**src/rtl/dmem_access_ctrl_if.sv**
```systemverilog
// Data-memory port bundle between the access sequencer and the memory.
// Latency: n/a (wires only); the sequencer registers every request field.
// Backpressure: the memory holds off completion by keeping dm_ack low.
//
// Ports (as seen from the master/sequencer side):
//   dm_req   out  request valid, held until dm_ack or abandonment
//   dm_we    out  1 = write, 0 = read
//   dm_addr  out  word-aligned byte address
//   dm_wdata out  lane-replicated store data
//   dm_be    out  byte enables
//   dm_ack   in   access completes in the cycle it is high
//   dm_rdata in   read word, valid with dm_ack
interface dmem_access_ctrl_if;
  logic        dm_req;
  logic        dm_we;
  logic [31:0] dm_addr;
  logic [31:0] dm_wdata;
  logic [3:0]  dm_be;
  logic        dm_ack;
  logic [31:0] dm_rdata;

  modport master (
    output dm_req, dm_we, dm_addr, dm_wdata, dm_be,
    input  dm_ack, dm_rdata
  );

  modport slave (
    input  dm_req, dm_we, dm_addr, dm_wdata, dm_be,
    output dm_ack, dm_rdata
  );
endinterface

```
**src/rtl/dmem_access_ctrl.sv**
```systemverilog
// RV32I MEM-stage data-memory sequencer: lane steering, load extension,
// misalignment rejection, one-entry posted store buffer, bus timeout.
// Latency: loads 1 + cycles-to-ack stall cycles; stores into an empty buffer 0.
// Backpressure: combinational stall holds the MEM stage while a load, fence
// or a store behind a pending store cannot complete.
//
// Ports:
//   clk, rst_n          clock, synchronous active-low reset
//   mem_read/mem_write/fence, funct3, addr, wdata   MEM-stage decode + operands
//   stall               combinational pipeline hold
//   rdata, load_done    extended load result and its one-cycle strobe
//   misaligned          one-cycle pulse, access rejected
//   bus_timeout         one-cycle pulse, access abandoned
//   dm                  memory port (dmem_access_ctrl_if.master)
module dmem_access_ctrl #(
  parameter int unsigned TIMEOUT = 255
) (
  input  logic                  clk,
  input  logic                  rst_n,
  input  logic                  mem_read,
  input  logic                  mem_write,
  input  logic                  fence,
  input  logic [2:0]            funct3,
  input  logic [31:0]           addr,
  input  logic [31:0]           wdata,
  output logic                  stall,
  output logic [31:0]           rdata,
  output logic                  load_done,
  output logic                  misaligned,
  output logic                  bus_timeout,
  dmem_access_ctrl_if.master    dm
);

  typedef enum logic [2:0] {IDLE, WRITE, READ, RDONE, ERR} state_t;

  state_t      state, state_nxt;
  logic [15:0] cnt;
  logic [16:0] cnt_inc;
  logic [31:0] rdata_q;
  logic [2:0]  ld_f3;
  logic [1:0]  ld_off;
  logic        mis;
  logic        acc_rd, acc_wr, ack_hit, tmo;
  logic [31:0] st_data;
  logic [3:0]  st_be;
  logic [7:0]  ld_byte;
  logic [15:0] ld_half;
  logic [31:0] ld_ext;

  assign cnt_inc = {1'b0, cnt} + 17'd1;

  // funct3[1:0]: 00 byte, 01 half, 1x word (011/110/111 fall into word).
  assign mis = ((funct3[1:0] == 2'b01) && addr[0]) ||
               (funct3[1] && (addr[1:0] != 2'b00));

  always_comb begin
    st_data = wdata;
    st_be   = 4'b1111;
    case (funct3[1:0])
      2'b00: begin
        st_data = {4{wdata[7:0]}};
        st_be   = 4'b0001 << addr[1:0];
      end
      2'b01: begin
        st_data = {2{wdata[15:0]}};
        st_be   = 4'b0011 << addr[1:0];
      end
      default: ;
    endcase
  end

  // Extraction uses the offset/size latched at acceptance, not the live inputs.
  always_comb begin
    ld_byte = dm.dm_rdata[7:0];
    case (ld_off)
      2'd1:    ld_byte = dm.dm_rdata[15:8];
      2'd2:    ld_byte = dm.dm_rdata[23:16];
      2'd3:    ld_byte = dm.dm_rdata[31:24];
      default: ld_byte = dm.dm_rdata[7:0];
    endcase
    ld_half = ld_off[1] ? dm.dm_rdata[31:16] : dm.dm_rdata[15:0];
    case (ld_f3[1:0])
      2'b00:   ld_ext = {{24{~ld_f3[2] & ld_byte[7]}}, ld_byte};
      2'b01:   ld_ext = {{16{~ld_f3[2] & ld_half[15]}}, ld_half};
      default: ld_ext = dm.dm_rdata;
    endcase
  end

  always_ff @(posedge clk) begin
    if (!rst_n) state <= IDLE;
    else        state <= state_nxt;
  end

  always_comb begin
    state_nxt = state;
    stall     = 1'b0;
    acc_rd    = 1'b0;
    acc_wr    = 1'b0;
    ack_hit   = 1'b0;
    tmo       = 1'b0;
    case (state)
      IDLE: begin
        if (mem_read) begin
          stall = 1'b1;
          if (mis) state_nxt = ERR;
          else begin
            acc_rd    = 1'b1;
            state_nxt = READ;
          end
        end else if (mem_write) begin
          if (mis) begin
            stall     = 1'b1;
            state_nxt = ERR;
          end else begin
            acc_wr    = 1'b1;
            state_nxt = WRITE;
          end
        end
        // A lone fence in IDLE has nothing to wait for.
      end
      WRITE: begin
        // Posted store: only another memory op has to wait for the buffer.
        stall = mem_read | mem_write | fence;
        if (dm.dm_ack) begin
          ack_hit   = 1'b1;
          state_nxt = IDLE;
        end else if (cnt_inc == 17'(TIMEOUT)) begin
          tmo       = 1'b1;
          state_nxt = IDLE;
        end
      end
      READ: begin
        stall = 1'b1;
        if (dm.dm_ack) begin
          ack_hit   = 1'b1;
          state_nxt = RDONE;
        end else if (cnt_inc == 17'(TIMEOUT)) begin
          tmo       = 1'b1;
          state_nxt = RDONE;
        end
      end
      RDONE:   state_nxt = IDLE;
      ERR:     state_nxt = IDLE;
      default: state_nxt = IDLE;
    endcase
  end

  always_ff @(posedge clk) begin
    if (!rst_n) begin
      dm.dm_req   <= 1'b0;
      dm.dm_we    <= 1'b0;
      dm.dm_addr  <= '0;
      dm.dm_wdata <= '0;
      dm.dm_be    <= '0;
      bus_timeout <= 1'b0;
      rdata_q     <= '0;
      ld_f3       <= '0;
      ld_off      <= '0;
      cnt         <= '0;
    end else begin
      bus_timeout <= tmo;
      if (acc_wr) begin
        dm.dm_req   <= 1'b1;
        dm.dm_we    <= 1'b1;
        dm.dm_addr  <= {addr[31:2], 2'b00};
        dm.dm_wdata <= st_data;
        dm.dm_be    <= st_be;
      end else if (acc_rd) begin
        dm.dm_req  <= 1'b1;
        dm.dm_we   <= 1'b0;
        dm.dm_addr <= {addr[31:2], 2'b00};
        dm.dm_be   <= 4'b1111;
        ld_f3      <= funct3;
        ld_off     <= addr[1:0];
      end else if (ack_hit || tmo) begin
        dm.dm_req <= 1'b0;
      end
      if (state == READ && ack_hit) rdata_q <= ld_ext;
      else if (state == READ && tmo) rdata_q <= 32'hFFFF_FFFF;
      if (state_nxt != state)                 cnt <= '0;
      else if (state == WRITE || state == READ) cnt <= cnt_inc[15:0];
      else                                    cnt <= '0;
    end
  end

  assign load_done  = (state == RDONE);
  assign misaligned = (state == ERR);
  assign rdata      = load_done ? rdata_q : 32'd0;

endmodule
```
**src/flat_wrapper.sv**
```systemverilog
// flat-port wrapper written by rule: the top's interface ports become plain ports
module dmem_access_ctrl_flat 
#(
  parameter int unsigned TIMEOUT = 255
)
  (clk, rst_n, mem_read, mem_write, fence, funct3, addr, wdata, stall, rdata, load_done, misaligned, bus_timeout, dm_dm_req, dm_dm_we, dm_dm_addr, dm_dm_wdata, dm_dm_be, dm_dm_ack, dm_dm_rdata);
  dmem_access_ctrl_if dm_i ();
  input  logic clk;
  input  logic rst_n;
  input  logic mem_read;
  input  logic mem_write;
  input  logic fence;
  input  logic [2:0] funct3;
  input  logic [31:0] addr;
  input  logic [31:0] wdata;
  output logic stall;
  output logic [31:0] rdata;
  output logic load_done;
  output logic misaligned;
  output logic bus_timeout;
  output wire logic [$bits(dm_i.dm_req)-1:0] dm_dm_req;
  output wire logic [$bits(dm_i.dm_we)-1:0] dm_dm_we;
  output wire logic [$bits(dm_i.dm_addr)-1:0] dm_dm_addr;
  output wire logic [$bits(dm_i.dm_wdata)-1:0] dm_dm_wdata;
  output wire logic [$bits(dm_i.dm_be)-1:0] dm_dm_be;
  input wire logic [$bits(dm_i.dm_ack)-1:0] dm_dm_ack;
  input wire logic [$bits(dm_i.dm_rdata)-1:0] dm_dm_rdata;
  assign dm_dm_req = dm_i.dm_req;
  assign dm_dm_we = dm_i.dm_we;
  assign dm_dm_addr = dm_i.dm_addr;
  assign dm_dm_wdata = dm_i.dm_wdata;
  assign dm_dm_be = dm_i.dm_be;
  assign dm_i.dm_ack = dm_dm_ack;
  assign dm_i.dm_rdata = dm_dm_rdata;
  dmem_access_ctrl #(.TIMEOUT(TIMEOUT)) u_core (.clk(clk), .rst_n(rst_n), .mem_read(mem_read), .mem_write(mem_write), .fence(fence), .funct3(funct3), .addr(addr), .wdata(wdata), .stall(stall), .rdata(rdata), .load_done(load_done), .misaligned(misaligned), .bus_timeout(bus_timeout), .dm(dm_i));
endmodule
```
**config.mk**
```make
export PLATFORM = sky130hd
export DESIGN_NAME = dmem_access_ctrl_flat
export DESIGN_NICKNAME = d
export VERILOG_FILES = /design/src/rtl/dmem_access_ctrl_if.sv /design/src/rtl/dmem_access_ctrl.sv /design/src/flat_wrapper.sv
export SDC_FILE = /design/constraint.sdc
export NUM_CORES = 1
export LEC_CHECK = 0
export BUFFER_PORTS_ARGS = -buffer_cell sky130_fd_sc_hd__buf_2
export CELL_PAD_IN_SITES_DETAIL_PLACEMENT = 1
export CELL_PAD_IN_SITES_GLOBAL_PLACEMENT = 1
export CORE_MARGIN = 3
export CORE_UTILIZATION = 38
export CTS_BUF_LIST = sky130_fd_sc_hd__clkbuf_8
export CTS_CLUSTER_SIZE = 24
export DETAILED_ROUTE_END_ITERATION = 12
export PLACE_DENSITY_LB_ADDON = 0.15
export SYNTH_ARGS = -nofsm -noshare
export SYNTH_HDL_FRONTEND = slang
export SYNTH_SLANG_ARGS = --single-unit
```
**constraint.sdc**
```tcl
create_clock -name clk -period 3.3 [get_ports clk]
set_input_delay 0.495 -clock clk [delete_from_list [all_inputs] [get_ports clk]]
set_output_delay 0.495 -clock clk [all_outputs]
set_load 0.03 [all_outputs]
```
==> results.md, run 1 <==
* Worst path cell trace: ha_1, nand2_1, nor3_1, nand4b_1, a211oi_1, a31oi_4, buf_12, o221a_2
* Resize count post-CTS at 0
* Sink Count at 125
* Most frequent cells in the layout: 208 x buf_2, 131 x nand2_1, 125 x dfxtp_1
* # hold bufs at CTS at 0
* Fin util at 0.485
* H-tree Lvls at 4
* DRT antenna net count at 0
* CORE AREA at 16,600 um2
* Post-Syn Area per Cell at 8.40 um2
* Clock Skews at 10.3 ps
* Die height at 136 um
* Synthesis-to-layout area growth at 24.7%
* Vias in the first global route at 6,480
* Pins Over Slew Limit at 0
* #FFs+latches synth at 125
* Top post-synthesis cells by area: dfxtp_1 39%, nand2_1 7.6%, a21boi_0 5.5%, o21ai_0 4.6%, a211oi_2 4.4%
* Layout cells sized above 1 at 0.310
* Max-cap viol count at 0
* Drt first-iter violations at 339
* DRC errors left at 0
* Via Count at 6,328
* Maximum clock frequency at 366 MHz
* Drt pass-1 iters at 5
* HP Class: input port to register
* Minimum clock period at 2730 ps
* WL/cell at 17.7 um
* Startpoint Class: register
* LEAKAGE at 3.59 nW
* Hold_ws at 292 ps
* I/O pin count at 211
* Combinational family with the most area after synthesis: compound AO/OA/AOI/OAI gates
* Slowest CP cell: a211oi_1
* Root buf cell: clkbuf_8
* Clk Latency, worst-skew pair at 450 ps
* Fillers at 2,081
* Initial core utilization at 0.389
* Vias per Instance at 5.35
* Post-Synth XOR/XNOR Area at 0.0217
* Yosys top cell by area: dfxtp_1
* Crit share post-route at 0.828
* Top cell type's share of synthesized area at 0.387
* Status: completed
* Synth Area in Compound Gates at 0.258
* Synth async-reset ratio at 0
* Clock slew at reported path FFs at 80 ps
* Met2 WL at 10,300 um
* Adder-cell area share of the yosys netlist at 0.00387
* Commonest non-fill, non-tap cell in the layout: buf_2
* All-layer global routing usage at 0.221
* Yosys cell types at 57
* Pwr Density at 466 nW/um2
* RSZ-0062 raised after global routing: false
* Pin count of the biggest net entering global routing at 86
* Crit path kind: register to register
* Post-Syn Area at 6470 um2
* Final Hold Fails at 0
* Cell Rows at 47
* GRT overflow at 0
* Initial antenna violation count at 1
* Antenna cells at 0
* Mux contribution to synthesized area at 0.0632
* Max-slew headroom at 0.149
* Cts bufs inserted at 17
* Cells after Synth at 770
* Critical Path AT at 3080 ps
* First-pass GRT wire length at 32,700 um
* Synth Area in Simple Gates at 0.205
* RD Place Congestion at 0.865
* Met3 WL at 1680 um
* Quantity of I/O buffers inserted on ports at 208
* CTS tree: done
* Worst Path Required at 3640 ps
* Clock Path Buffers at 2
* Die X at 136 um
* Die footprint at 18,600 um2
* Crit-path max FO at 33
* Seq/Total Area, Yosys at 0.387
* Main synth FF type: dfxtp_1
* Crit-path max cell delay at 590 ps
* Post-route setup TNS at 0 ps
* Nets at 1,056
* Setup-failing EPs final at 0
* Post-synth EDFFs at 0
* Worst-Margin Slew at 1270 ps
* Endpoint type of the worst setup path: register
* DP HPWL at 15,300 um
* Peak supply drop at 0.263 mV
* Setup Buffers After CTS at 0
* Drt total wl at 20,900 um
* Met1 wire length at 8500 um
* Top layer reached by signal wires: met5
* Synth warn at 0
stage by stage:
stage          cell area, um2  worst slack, ps  total power [mW]  instances
2_1_floorplan            6470             1000              2.14        771
3_5_place_dp             7660              568              2.40       1150
5_1_grt                  8070              326              3.95       1182
3_3_place_gp             7660              717              2.37       1150
4_1_cts                  8070              551              3.81       1182
6_report                 8070              566              3.76       1182
power by group:
part	total [mW]	switching, mW	internal [mW]
logic	0.710	0.459	0.250
clock network	1.40	0.655	0.743
registers	1.65	0.0582	1.59
routing by layer:
metal | global-route usage | vias up
met5 | 0 | -
met4 | 0.0845 | 2
met3 | 0.0651 | 36
met2 | 0.371 | 213
met1 | 0.265 | 3035
li1 | - | 3042
cells by family (layout without fill, tap and decap cells):
kind of cell / Yosys count / after routing
buffers and inverters: 96 / 287
AND/OR/NAND/NOR: 274 / 274
adder cells (fa/ha/maj): 2 / 2
XOR/XNOR: 16 / 16
flip-flops: 125 / 125
AO/OA/AOI/OAI: 224 / 224
other: 1 / 2
multiplexers: 32 / 32
sequential cells by signal (all words and copies together) (netlist names):
signal,flops
u_core.dm.dm_addr,30
u_core.rdata_q,32
u_core.ld_f3,3
u_core.dm.dm_be,4
u_core.dm.dm_wdata,32
u_core.bus_timeout,1
u_core.dm.dm_req,1
u_core.ld_off,2
u_core.cnt,16
u_core.dm.dm_we,1
u_core.state,3
final cells by class:
| class | instances | area [um2] | area share |
|---|---|---|---|
| Multi-Input combinational cell | 550 | 3590 | 0.445 |
| Sequential cell | 125 | 2500 | 0.310 |
| Clock inverter | 15 | 171 | 0.0213 |
| Timing Repair Buffer | 222 | 1170 | 0.145 |
| Clock buffer | 17 | 234 | 0.0290 |
| Tap cell | 220 | 275 | 0.0341 |
| Inverter | 33 | 124 | 0.0154 |
synthesized netlist by cell type (8+ instances only):
cell type  number
xnor2_1        11
a221oi_1       15
nor2b_1         8
a211oi_2       23
nor3_1         14
a22o_1         15
a21oi_1        29
o211a_1        17
inv_1          33
a21boi_0       47
clkbuf_1       50
dfxtp_1       125
nand2_1       131
o21ai_0        59
mux2i_1        24
nand3_1        20
and2_1         40
nor2_1         24
final timing paths:
check,start,to,slack [ps],cells past startpoint
hold / removal,addr[31],u_core.dm.dm_addr[31]$_SDFFE_PN0P_,290,3
setup reg to reg,u_core.cnt[0]$_SDFF_PP0_,u_core.dm.dm_req$_SDFFE_PN0P_,570,8
hold reg to reg,u_core.rdata_q[6]$_SDFFE_PN0P_,u_core.rdata_q[6]$_SDFFE_PN0P_,450,2
setup / recovery,u_core.cnt[0]$_SDFF_PP0_,u_core.dm.dm_req$_SDFFE_PN0P_,570,8
critical path, delay by kind of cell, from the launching register on:
kind	cells	cell delay, ps
flops	1	410
fa+ha+maj	1	290
buf+inv	1	210
compound gates	3	1010
simple gates	3	710
(Power assumes the default switching activity.)
==> run 2, diff against run 1 <==
CORE_UTILIZATION = 34   (was 38)
clock period = 2.5 ns   (was 3.3 ns; I/O delays follow)
==> run 2 against run 1 <==
Effect of this change:
- critical path depth decreased by 1
- first-iteration DRC count shrank 35%
- cell count rose by 1.9%
- fmax increased by 17%
- sequential share of layout area fell by 0.81 points
- hold slack got worse by 120 ps
- worst setup slack worse by 410 ps
- critical path type unchanged
- largest power group unchanged
==> results.md, run 2 (synthesized netlist as in run 1, its figures left out) <==
* Status: completed
* Area occupied by registers at 2510 um2
* Startpoint Class: register
* LEAKAGE at 3.70 nW
* Worst path cell trace: nand3_2, or4_1, mux2i_1, and3_2, a31oi_4, buf_12, o221a_2
* Drt first-iter violations at 222
* Clock slew at reported path FFs at 80 ps
* Drt pass-1 iters at 5
* Fillers at 2,274
* Peak supply drop at 0.323 mV
* Pwr Density at 634 nW/um2
* DRT antenna net count at 0
* Family with the most delay on the worst path: simple AND/OR/NAND/NOR gates
* Quantity of I/O buffers inserted on ports at 208
* Sink Count at 125
* Clock Skews at 16.4 ps
* All-layer global routing usage at 0.202
* Fin util at 0.452
* Area of the multi-input gates at 3610 um2
* Pins Over Slew Limit at 0
* Root buf cell: clkbuf_8
* CORE AREA at 18,300 um2
* Setup-failing EPs final at 0
* Worst-Margin Slew at 1310 ps
* Vias in the first global route at 6,270
* Cts bufs inserted at 17
* Critical Path AT at 2670 ps
* CTS tree: done
* Most frequent cells in the layout: 208 x buf_2, 131 x nand2_1, 122 x dfxtp_1
* Via Count at 6,265
* Crit-path max cell delay at 570 ps
* H-tree Lvls at 4
* DP HPWL at 15,200 um
* Max-slew headroom at 0.120
* Cell Rows at 49
* Initial antenna violation count at 1
* Drt total wl at 20,900 um
* Maximum clock frequency at 427 MHz
* Die height at 144 um
* Crit path kind: register to register
* Initial core utilization at 0.353
* Worst Path Required at 2830 ps
* # hold bufs at CTS at 0
* Minimum clock period at 2340 ps
* RD Place Congestion at 0.849
* Die footprint at 20,700 um2
* HP Class: input port to register
* Max-cap viol count at 0
* Nets at 1,070
* Clock Path Buffers at 2
* Clk Latency, worst-skew pair at 450 ps
* Pin count of the biggest net entering global routing at 64
* Crit share post-route at 0.936
* DRC errors left at 0
* Endpoint type of the worst setup path: register
* Crit-path max FO at 33
* Biggest registers after layout: u_core.dm.dm_wdata (32), u_core.rdata_q (32), u_core.dm.dm_addr (30)
* WL/cell at 17.4 um
* Antenna cells at 0
* I/O pin count at 211
* GRT overflow at 0
* Buffers and inverters on the worst path at 1
* Slowest CP cell: or4_1
* Die X at 144 um
* First-pass GRT wire length at 33,200 um
* Post-route setup TNS at 0 ps
* Final Hold Fails at 0
* Layout cells sized above 1 at 0.328
* Commonest non-fill, non-tap cell in the layout: buf_2
* Vias per Instance at 5.20
* Synthesis-to-layout area growth at 28.2%
run 2: path summary, 6_finish.rpt:
check,startpoint,end,slack [ps],cells past startpoint
worst max register to register,u_core.cnt[3]$_SDFF_PP0_,u_core.dm.dm_req$_SDFFE_PN0P_,160,7
worst max-delay path,u_core.cnt[3]$_SDFF_PP0_,u_core.dm.dm_req$_SDFFE_PN0P_,160,7
worst min-delay path,addr[7],u_core.dm.dm_addr[7]$_SDFFE_PN0P_,170,3
worst min register to register,u_core.rdata_q[4]$_SDFFE_PN0P_,u_core.rdata_q[4]$_SDFFE_PN0P_,460,2
run 2: timing repair:
item,in CTS,in global routing
endpoints found under the hold margin,0,0
endpoints found under the setup margin,0,42
setup buffers,0,1
resized for setup,0,8
run 2: stage by stage:
stage               worst slack [ps]  std cells  power, mW  hold slack [ps]  area (um2)
floorplan                        202        771       2.82              417        6470
global placement                 137       1172       3.17              427        7780
detailed placement               106       1172       3.19              438        7780
CTS                              103       1204       5.34              125        8260
global route                   -10.4       1205       5.52              158        8290
finish                           160       1205       5.26              170        8290
run 2: area by class of cell:
cell class,instances,area share
multi-input combinational,550,0.436
tap,229,0.0346
timing repair buffer,236,0.155
clock inverter,13,0.0256
clock buffer,19,0.0315
sequential,125,0.302
inverter,33,0.0149
run 2: layer usage:
| layer | GRT usage | routed length, um |
|---|---|---|
| met1 | 0.257 | 9410 |
| met2 | 0.331 | 9750 |
| met3 | 0.0599 | 1430 |
| met4 | 0.0629 | 337 |
| met5 | 0 | 13 |
run 2: worst reg2reg max path, stage by stage, from the launching register on:
cell	delay [ps]
dfxtp_1	470
nand3_2	170
or4_1	570
mux2i_1	200
and3_2	260
a31oi_4	100
buf_12	200
o221a_2	260
run 2: where the power goes:
group	switching, mW	total (mW)	internal [mW]
registers	0.0708	2.17	2.10
logic	0.610	0.957	0.346
clock network	0.876	2.12	1.25
